<file path="config.mk">
export PLATFORM = sky130hd
export DESIGN_NAME = board_referee
export DESIGN_NICKNAME = d
export VERILOG_FILES = /design/src/rtl/board_referee.sv
export SDC_FILE = /design/constraint.sdc
export NUM_CORES = 1
export LEC_CHECK = 0
export ABC_AREA = 1
export BUFFER_PORTS_ARGS = -buffer_cell sky130_fd_sc_hd__buf_2
export CORE_MARGIN = 2
export CORE_UTILIZATION = 31
export CTS_CLUSTER_DIAMETER = 100
export CTS_CLUSTER_SIZE = 20
export DETAILED_ROUTE_END_ITERATION = 8
export PLACE_DENSITY_LB_ADDON = 0.2
export SLEW_MARGIN = 20
export SYNTH_ARGS = -nofsm -noshare
export SYNTH_HDL_FRONTEND = slang
export SYNTH_SLANG_ARGS = --single-unit
</file>
<file path="constraint.sdc">
create_clock -name clk -period 5.15 [get_ports clk]
set_clock_uncertainty 0.1 [all_clocks]
set_input_delay 1.03 -clock clk [delete_from_list [all_inputs] [get_ports clk]]
set_output_delay 1.03 -clock clk [all_outputs]
set_load 0.02 [all_outputs]
</file>
<file path="src/rtl/board_referee.sv">
// board_referee: tic-tac-toe move referee.
// Accepts one move request per submit assertion, checks it against the board
// and the side to move, answers with a single-cycle ack or nack, then scores
// the board for a win or draw and hands the turn over.
//
// Ports:
//   clk, rst_n        clock, asynchronous active-low reset
//   update_loc        target cell 0..8, row-major
//   update_val        mark being placed (01 X, 10 O)
//   submit            move request level, held until ack/nack
//   new_game          synchronous restart, overrides everything else
//   board_state       packed board, cell i at [CELL_W*i +: CELL_W]
//   turn              side allowed to move (0 X, 1 O)
//   ack, nack         one-cycle accept / reject pulses
//   game_over         set once a win or draw is decided
//   winner            00 none, 01 X, 10 O, 11 draw
//   move_count        accepted moves in the current game, 0..9
module board_referee #(
  parameter int FIRST_TURN = 0,
  parameter int CELL_W     = 2
) (
  input  logic                  clk,
  input  logic                  rst_n,
  input  logic [3:0]            update_loc,
  input  logic [CELL_W-1:0]     update_val,
  input  logic                  submit,
  input  logic                  new_game,
  output logic [9*CELL_W-1:0]   board_state,
  output logic                  turn,
  output logic                  ack,
  output logic                  nack,
  output logic                  game_over,
  output logic [1:0]            winner,
  output logic [3:0]            move_count
);

  typedef enum logic [2:0] {
    IDLE,
    RESP,
    EVAL,
    WAIT_REL,
    OVER
  } state_t;

  localparam logic              TURN_INIT = (FIRST_TURN != 0);
  localparam logic [CELL_W-1:0] MARK_X    = CELL_W'(1);
  localparam logic [CELL_W-1:0] MARK_O    = CELL_W'(2);

  state_t            state_q, state_d;
  logic [CELL_W-1:0] cell_q [9];
  logic [CELL_W-1:0] cell_d [9];
  logic              turn_q, turn_d;
  logic              ack_q, ack_d;
  logic              nack_q, nack_d;
  logic              game_over_q, game_over_d;
  logic [1:0]        winner_q, winner_d;
  logic [3:0]        move_count_q, move_count_d;
  logic [3:0]        loc_q, loc_d;
  logic [CELL_W-1:0] val_q, val_d;
  logic              accepted_q, accepted_d;
  // In OVER, remembers that the current submit assertion was already answered
  logic              hold_q, hold_d;

  logic [CELL_W-1:0] cur_cell;
  logic              legal;
  logic [1:0]        win_mark;

  // Mark shared by a full line of three, or 00 if the line is not complete.
  function automatic logic [1:0] line_mark(input logic [CELL_W-1:0] a,
                                           input logic [CELL_W-1:0] b,
                                           input logic [CELL_W-1:0] c);
    return (a != '0 && a == b && a == c) ? 2'(a) : 2'b00;
  endfunction

  // Legality of the latched request, judged against the current board.
  always_comb begin
    cur_cell = '0;
    for (int i = 0; i < 9; i++) begin
      if (loc_q == 4'(i)) cur_cell = cell_q[i];
    end
    legal = (loc_q <= 4'd8) && (cur_cell == '0) &&
            (val_q == (turn_q ? MARK_O : MARK_X)) && !game_over_q;
  end

  // Only one side can ever complete lines in a legal game, so OR-ing the
  // eight line results yields that side's mark.
  always_comb begin
    win_mark = line_mark(cell_q[0], cell_q[1], cell_q[2]) |
               line_mark(cell_q[3], cell_q[4], cell_q[5]) |
               line_mark(cell_q[6], cell_q[7], cell_q[8]) |
               line_mark(cell_q[0], cell_q[3], cell_q[6]) |
               line_mark(cell_q[1], cell_q[4], cell_q[7]) |
               line_mark(cell_q[2], cell_q[5], cell_q[8]) |
               line_mark(cell_q[0], cell_q[4], cell_q[8]) |
               line_mark(cell_q[2], cell_q[4], cell_q[6]);
  end

  // Next-state and output logic; new_game overrides any state including an
  // in-flight request, which is then dropped without a response.
  always_comb begin
    state_d      = state_q;
    cell_d       = cell_q;
    turn_d       = turn_q;
    ack_d        = 1'b0;
    nack_d       = 1'b0;
    game_over_d  = game_over_q;
    winner_d     = winner_q;
    move_count_d = move_count_q;
    loc_d        = loc_q;
    val_d        = val_q;
    accepted_d   = accepted_q;
    hold_d       = hold_q;

    if (new_game) begin
      for (int i = 0; i < 9; i++) cell_d[i] = '0;
      turn_d       = TURN_INIT;
      game_over_d  = 1'b0;
      winner_d     = 2'b00;
      move_count_d = 4'd0;
      accepted_d   = 1'b0;
      hold_d       = 1'b0;
      state_d      = submit ? WAIT_REL : IDLE;
    end else begin
      case (state_q)
        IDLE: begin
          if (submit) begin
            loc_d   = update_loc;
            val_d   = update_val;
            state_d = RESP;
          end
        end
        RESP: begin
          if (legal) begin
            for (int i = 0; i < 9; i++) begin
              if (loc_q == 4'(i)) cell_d[i] = val_q;
            end
            move_count_d = (move_count_q == 4'd9) ? 4'd9 : move_count_q + 4'd1;
            ack_d        = 1'b1;
            accepted_d   = 1'b1;
          end else begin
            nack_d     = 1'b1;
            accepted_d = 1'b0;
          end
          state_d = EVAL;
        end
        EVAL: begin
          if (win_mark != 2'b00) begin
            winner_d    = win_mark;
            game_over_d = 1'b1;
            hold_d      = 1'b1;
            state_d     = OVER;
          end else if (move_count_q == 4'd9) begin
            winner_d    = 2'b11;
            game_over_d = 1'b1;
            hold_d      = 1'b1;
            state_d     = OVER;
          end else begin
            if (accepted_q) turn_d = ~turn_q;
            state_d = WAIT_REL;
          end
        end
        WAIT_REL: begin
          if (!submit) state_d = IDLE;
        end
        OVER: begin
          if (!submit) begin
            hold_d = 1'b0;
          end else if (!hold_q) begin
            nack_d = 1'b1;
            hold_d = 1'b1;
          end
        end
        default: state_d = IDLE;
      endcase
    end
  end

  // State register; reset clears the game without needing a clock.
  always_ff @(posedge clk or negedge rst_n) begin
    if (!rst_n) begin
      state_q      <= IDLE;
      for (int i = 0; i < 9; i++) cell_q[i] <= '0;
      turn_q       <= TURN_INIT;
      ack_q        <= 1'b0;
      nack_q       <= 1'b0;
      game_over_q  <= 1'b0;
      winner_q     <= 2'b00;
      move_count_q <= 4'd0;
      loc_q        <= 4'd0;
      val_q        <= '0;
      accepted_q   <= 1'b0;
      hold_q       <= 1'b0;
    end else begin
      state_q      <= state_d;
      for (int i = 0; i < 9; i++) cell_q[i] <= cell_d[i];
      turn_q       <= turn_d;
      ack_q        <= ack_d;
      nack_q       <= nack_d;
      game_over_q  <= game_over_d;
      winner_q     <= winner_d;
      move_count_q <= move_count_d;
      loc_q        <= loc_d;
      val_q        <= val_d;
      accepted_q   <= accepted_d;
      hold_q       <= hold_d;
    end
  end

  for (genvar g = 0; g < 9; g++) begin : g_board
    assign board_state[CELL_W*g +: CELL_W] = cell_q[g];
  end

  assign turn       = turn_q;
  assign ack        = ack_q;
  assign nack       = nack_q;
  assign game_over  = game_over_q;
  assign winner     = winner_q;
  assign move_count = move_count_q;

endmodule

</file>
## Word level (Yosys, flattened, before mapping)

Cells that the tools add are included.

- Output and inout port bits: 28
- Bits in registers: 39
- Logic and storage cells: 193
- Input port bits: 10

- Reduce and logical (&&, ||, !) cells: 59
- Equal/unequal tests: 36
- Order comparisons: 1
- Bitwise gates (word level): 9
- Add/subtract/negate cells: 1
- Muxes and demuxes: 67

Operators by type and width:

| operator | count |
|---|---|
| $mux W2 | 32 |
| $mux W18 | 3 |
| $reduce_bool A2 Y1 | 19 |
| $eq A2 B2 Y1 | 17 |
| $reduce_and A3 Y1 | 11 |
| $mux W1 | 20 |
| $logic_and A1 B1 Y1 | 19 |
| $eq A4 B3 Y1 const B | 4 |
| $mux W4 | 4 |
| $mux W3 | 5 |
| $pmux W3 S5 | 1 |
| $or A2 B2 Y2 | 7 |
| $eq A4 B2 Y1 const B | 2 |
| $eq A4 B4 Y1 const B | 2 |
| $eq A3 B2 Y1 const B | 2 |
| $ne A2 B2 Y1 const B | 3 |
| $ne A3 B3 Y1 const B | 2 |
| $reduce_and A2 Y1 | 3 |
| $reduce_bool A3 Y1 | 2 |
| $add A4 B1 Y4 const B | 1 |
| $eq A4 B1 Y1 const B | 1 |
| $le A4 B4 Y1 const B | 1 |
| $logic_not A4 Y1 | 1 |
| $ne A4 B4 Y1 const B | 1 |
| 8 further kinds | 10 |

## Longest topological paths before layout

- Depth in word-level cells: 17
- Depth in mapped cells: 18
- Mapped depth without buffers: 17

## Least setup slack after synthesis

No wires, ideal clock.

- Kind: input to register
- Start: input port new_game
- End: register cell_q, in the netlist board_state[1]
- Path slack: 2.773 ns
- Data arrival time: 2.210 ns
- Required time: 4.984 ns
- Stages on the path: 8
- Path through: clkbuf_1 -> inv_1 -> clkbuf_1 -> clkbuf_1 -> o21ai_0 -> nand2_1 -> nand2_1 -> nand2_1

- Longest elaborated chain between the ends: 2
- Elaborated cells on any way between the ends: 5
- Classes of those cells: mux (1); reduce/logical (4)

Ends and longest elaborated chain:

| item | RTL line | RTL |
|---|---|---|
| start, declared | 27 | `input logic new_game,` |
| $reduce_bool A2 Y1 (no source line) | - |  |
| $reduce_and A3 Y1 (no source line) | - |  |
| end, declared | 50 | `logic [CELL_W-1:0] cell_q [9];` |

Parallel ways exist; a longest one is shown, timed or not.
A chain may end at the register's enable or synchronous reset.

## Worst setup path after layout

- Start: input port new_game
- End: register loc_q[3]

- Longest elaborated chain between the ends: 2

Ends and longest elaborated chain:

| item | RTL line | RTL |
|---|---|---|
| $not A1 Y1 (no source line) | - |  |
| $reduce_and A3 Y1 (no source line) | - |  |
| end signal, assigned | 202 | `loc_q <= loc_d;` |
| end, declared | 58 | `logic [3:0] loc_q, loc_d;` |

Every way passes these cells.

==> flow_summary.ini <==
[synth]
synth-seq-cells = 39
synth_commonest_cells = nand2_1 (138), nand3_1 (61), dfrtp_1 (39), inv_1 (39), nor2_1 (28)
synth_warnings = 0
netlist_instances = 379
yosysSeqAreaShare = 0.388
synth_cell_types = 30
ys_top_cells_by_area = dfrtp_1 (39%), nand2_1 (21%), nand3_1 (12%)
synth_most_common_cell = nand2_1
synth-edff-count = 0
synth_flop_cell = dfrtp_1
synth_fp_nets = 391
yosysTopAreaCellShare = 0.388
synth_area_mm2 = 0.00251
syn_area_per_cell_um2 = 6.63
synthArstFlopShare = 1.00
synth_top_area_cell = dfrtp_1

[floorplan]
dieWidth_um = 94.0
ioPinCount = 38
fp.dieArea_mm2 = 0.00884
start_util = 0.322
num_rows = 32
die_h_um = 94.0
core_area_mm2 = 0.00781

[cells_and_area]
fill_cells = 872
area_growth_syn_to_layout_pct = 13.6
drive_above_1_share = 0.141
diodes = 0
fin_nets = 423

[timing]
fin_hold_ws_ns = 0.380
fin_crit_ns = 2.33
drv_slew = 0
worstMarginPinSlew_ns = 0.894
rsz0062_at_grt = false
fmax_mhz = 428
hold_viol = 0
setup_tns_ns = 0
relSlewSlack = 0.404
setup_viol = 0
finalCritPeriodShare = 0.453

[route]
vias_per_cell = 4.78
vias = 2457
wirelength_um = 6810
final_antenna_net_count = 0
wl_per_cell_um = 13.3
drt_iter0_markers = 135
route.detailed.drc = 0
first_pass_iters = 5

[global_route]
overflow = 0
grt_usage = 0.168
grt_max_degree = 40
grt_pass1_vias = 2448
grt_first_pass_wirelength_um = 11700
antenna_found_initial = 0

[setup_path]
slowest_stage = inv_1
critPathRequiredTime_ns = 5.23
path_class = in2reg
slowest_delay_ns = 0.43
crit_start = new_game
path_max_fanout = 20
rr_endpoint = winner[1]
critPathCaptureType = flop
critical_path.cell_chain = buf_2 -> inv_1 -> nand3_1 -> mux2_2
critPathCapture = loc_q[3]
cp.arrival_ns = 2.42
reg2reg_depth = 13
r2r_setup_slack_ns = 2.91
start_kind = input pin
r2r-start = board_state[1]

[placement]
portBuffers = 37
gp_congestion = 0.880
dpl.hpwl_um = 4870

[hold_path]
worstHoldPathType = reg2reg

[run_status]
outcome = finished clean

[pwr]
power_density_mw_per_mm2 = 567
total_power_w = 0.00162
ir_worst_vdd_mv = 0.176
p_leak_nw = 1.56

[clock_tree]
clkSinkCount = 39
cts_hold_buf = 0
cts.path.max_buffers = 2
cts_root_buf = clkbuf_8
clk_pin_slew_ns = 0.08
cts-resized-gates = 0
cts_tree = built
clkLatencyLatePin_ns = 0.29
post_cts_buffers = 0
h-tree-depth = 2
cts_buffers = 5

[run]
drv_cap = 0
==> per-stage QoR <==
step,cells,worst slack [ns],area [um2],util
global route,514,2.60,2860,0.366
CTS,514,2.80,2860,0.366
global placement,506,2.54,2760,0.353
finish,514,2.82,2860,0.366
floorplan,379,2.77,2510,-
detailed placement,506,2.47,2760,0.353
==> cell type report <==
type | instances | area, um2 | area share
tap | 102 | 128 | 0.0447
multi-input combinational | 287 | 1310 | 0.460
timing repair buffer | 37 | 185 | 0.0648
inverter | 41 | 154 | 0.0539
sequential | 39 | 976 | 0.342
clock buffer | 8 | 100 | 0.0350
==> how the worst min path moves through the flow <==
stage	start	to	slack, ns	cells past startpoint
after detailed placement	winner[0]	winner[0]	0.36	2
after floorplan	hold_q	nack	0.38	3
after global placement	winner[0]	winner[0]	0.36	2
after global routing	winner[0]	winner[0]	0.43	2
after CTS	winner[0]	winner[0]	0.38	2
final	winner[0]	winner[0]	0.38	2
==> where the power goes <==
part	internal [W]	total (W)	switching, W
Clock	0.000122	0.000231	0.000109
Sequential	0.000410	0.000622	0.000212
Combinational	0.000255	0.000767	0.000513
Total	0.000787	0.00162	0.000833
==> worst max-delay path, delay by kind of cell <==
family,cells,cell delay (ns)
buffers and inverters,2,0.59
and+or+nand+nor,1,0.42
muxes,1,0.38
==> layout by cell type (no fill, tap or decap), drive strengths merged <==
cell type,synthesis,routed
a21oi,8,8
a221oi,1,1
a31oi,1,1
and2,1,1
buf,6,37
clkbuf,6,8
dfrtp,39,39
ha,2,2
inv,41,41
mux2,1,1
nand2,141,141
nand3,62,62
nand4,9,9
nor2,33,33
nor3,3,3
o21a,1,1
o21ai,22,22
or2,1,1
xnor2,1,1
==> layer usage <==
layer	up-vias	share of wire	global-route usage
li1	1279	-	-
met1	1114	0.45	0.222
met2	60	0.49	0.279
met3	4	0.045	0.0313
met4	0	0.0090	0.0507
met5	-	0	0
==> cell families (layout without fill, tap and decap cells) <==
logic type / after synthesis / count (layout) / share of synthesized area
xor gates and xnor gates: 1 / 1 / 0.00348
adders and majority gates: 2 / 2 / 0.00995
muxes: 1 / 1 / 0.00448
and+or+nand+nor: 250 / 250 / 0.435
buffers and inverters: 53 / 86 / 0.0891
AOI/OAI and AO/OA: 33 / 33 / 0.0702
DFF: 39 / 39 / 0.388
==> state kept, by name, summed over array words and instances (netlist names), 2 cells and up <==
| signal | cells |
|---|---|
| val_q | 2 |
| loc_q | 4 |
| board_state | 18 |
| move_count | 4 |
| winner | 2 |
| state_q | 3 |
(Power assumes the default switching activity.)
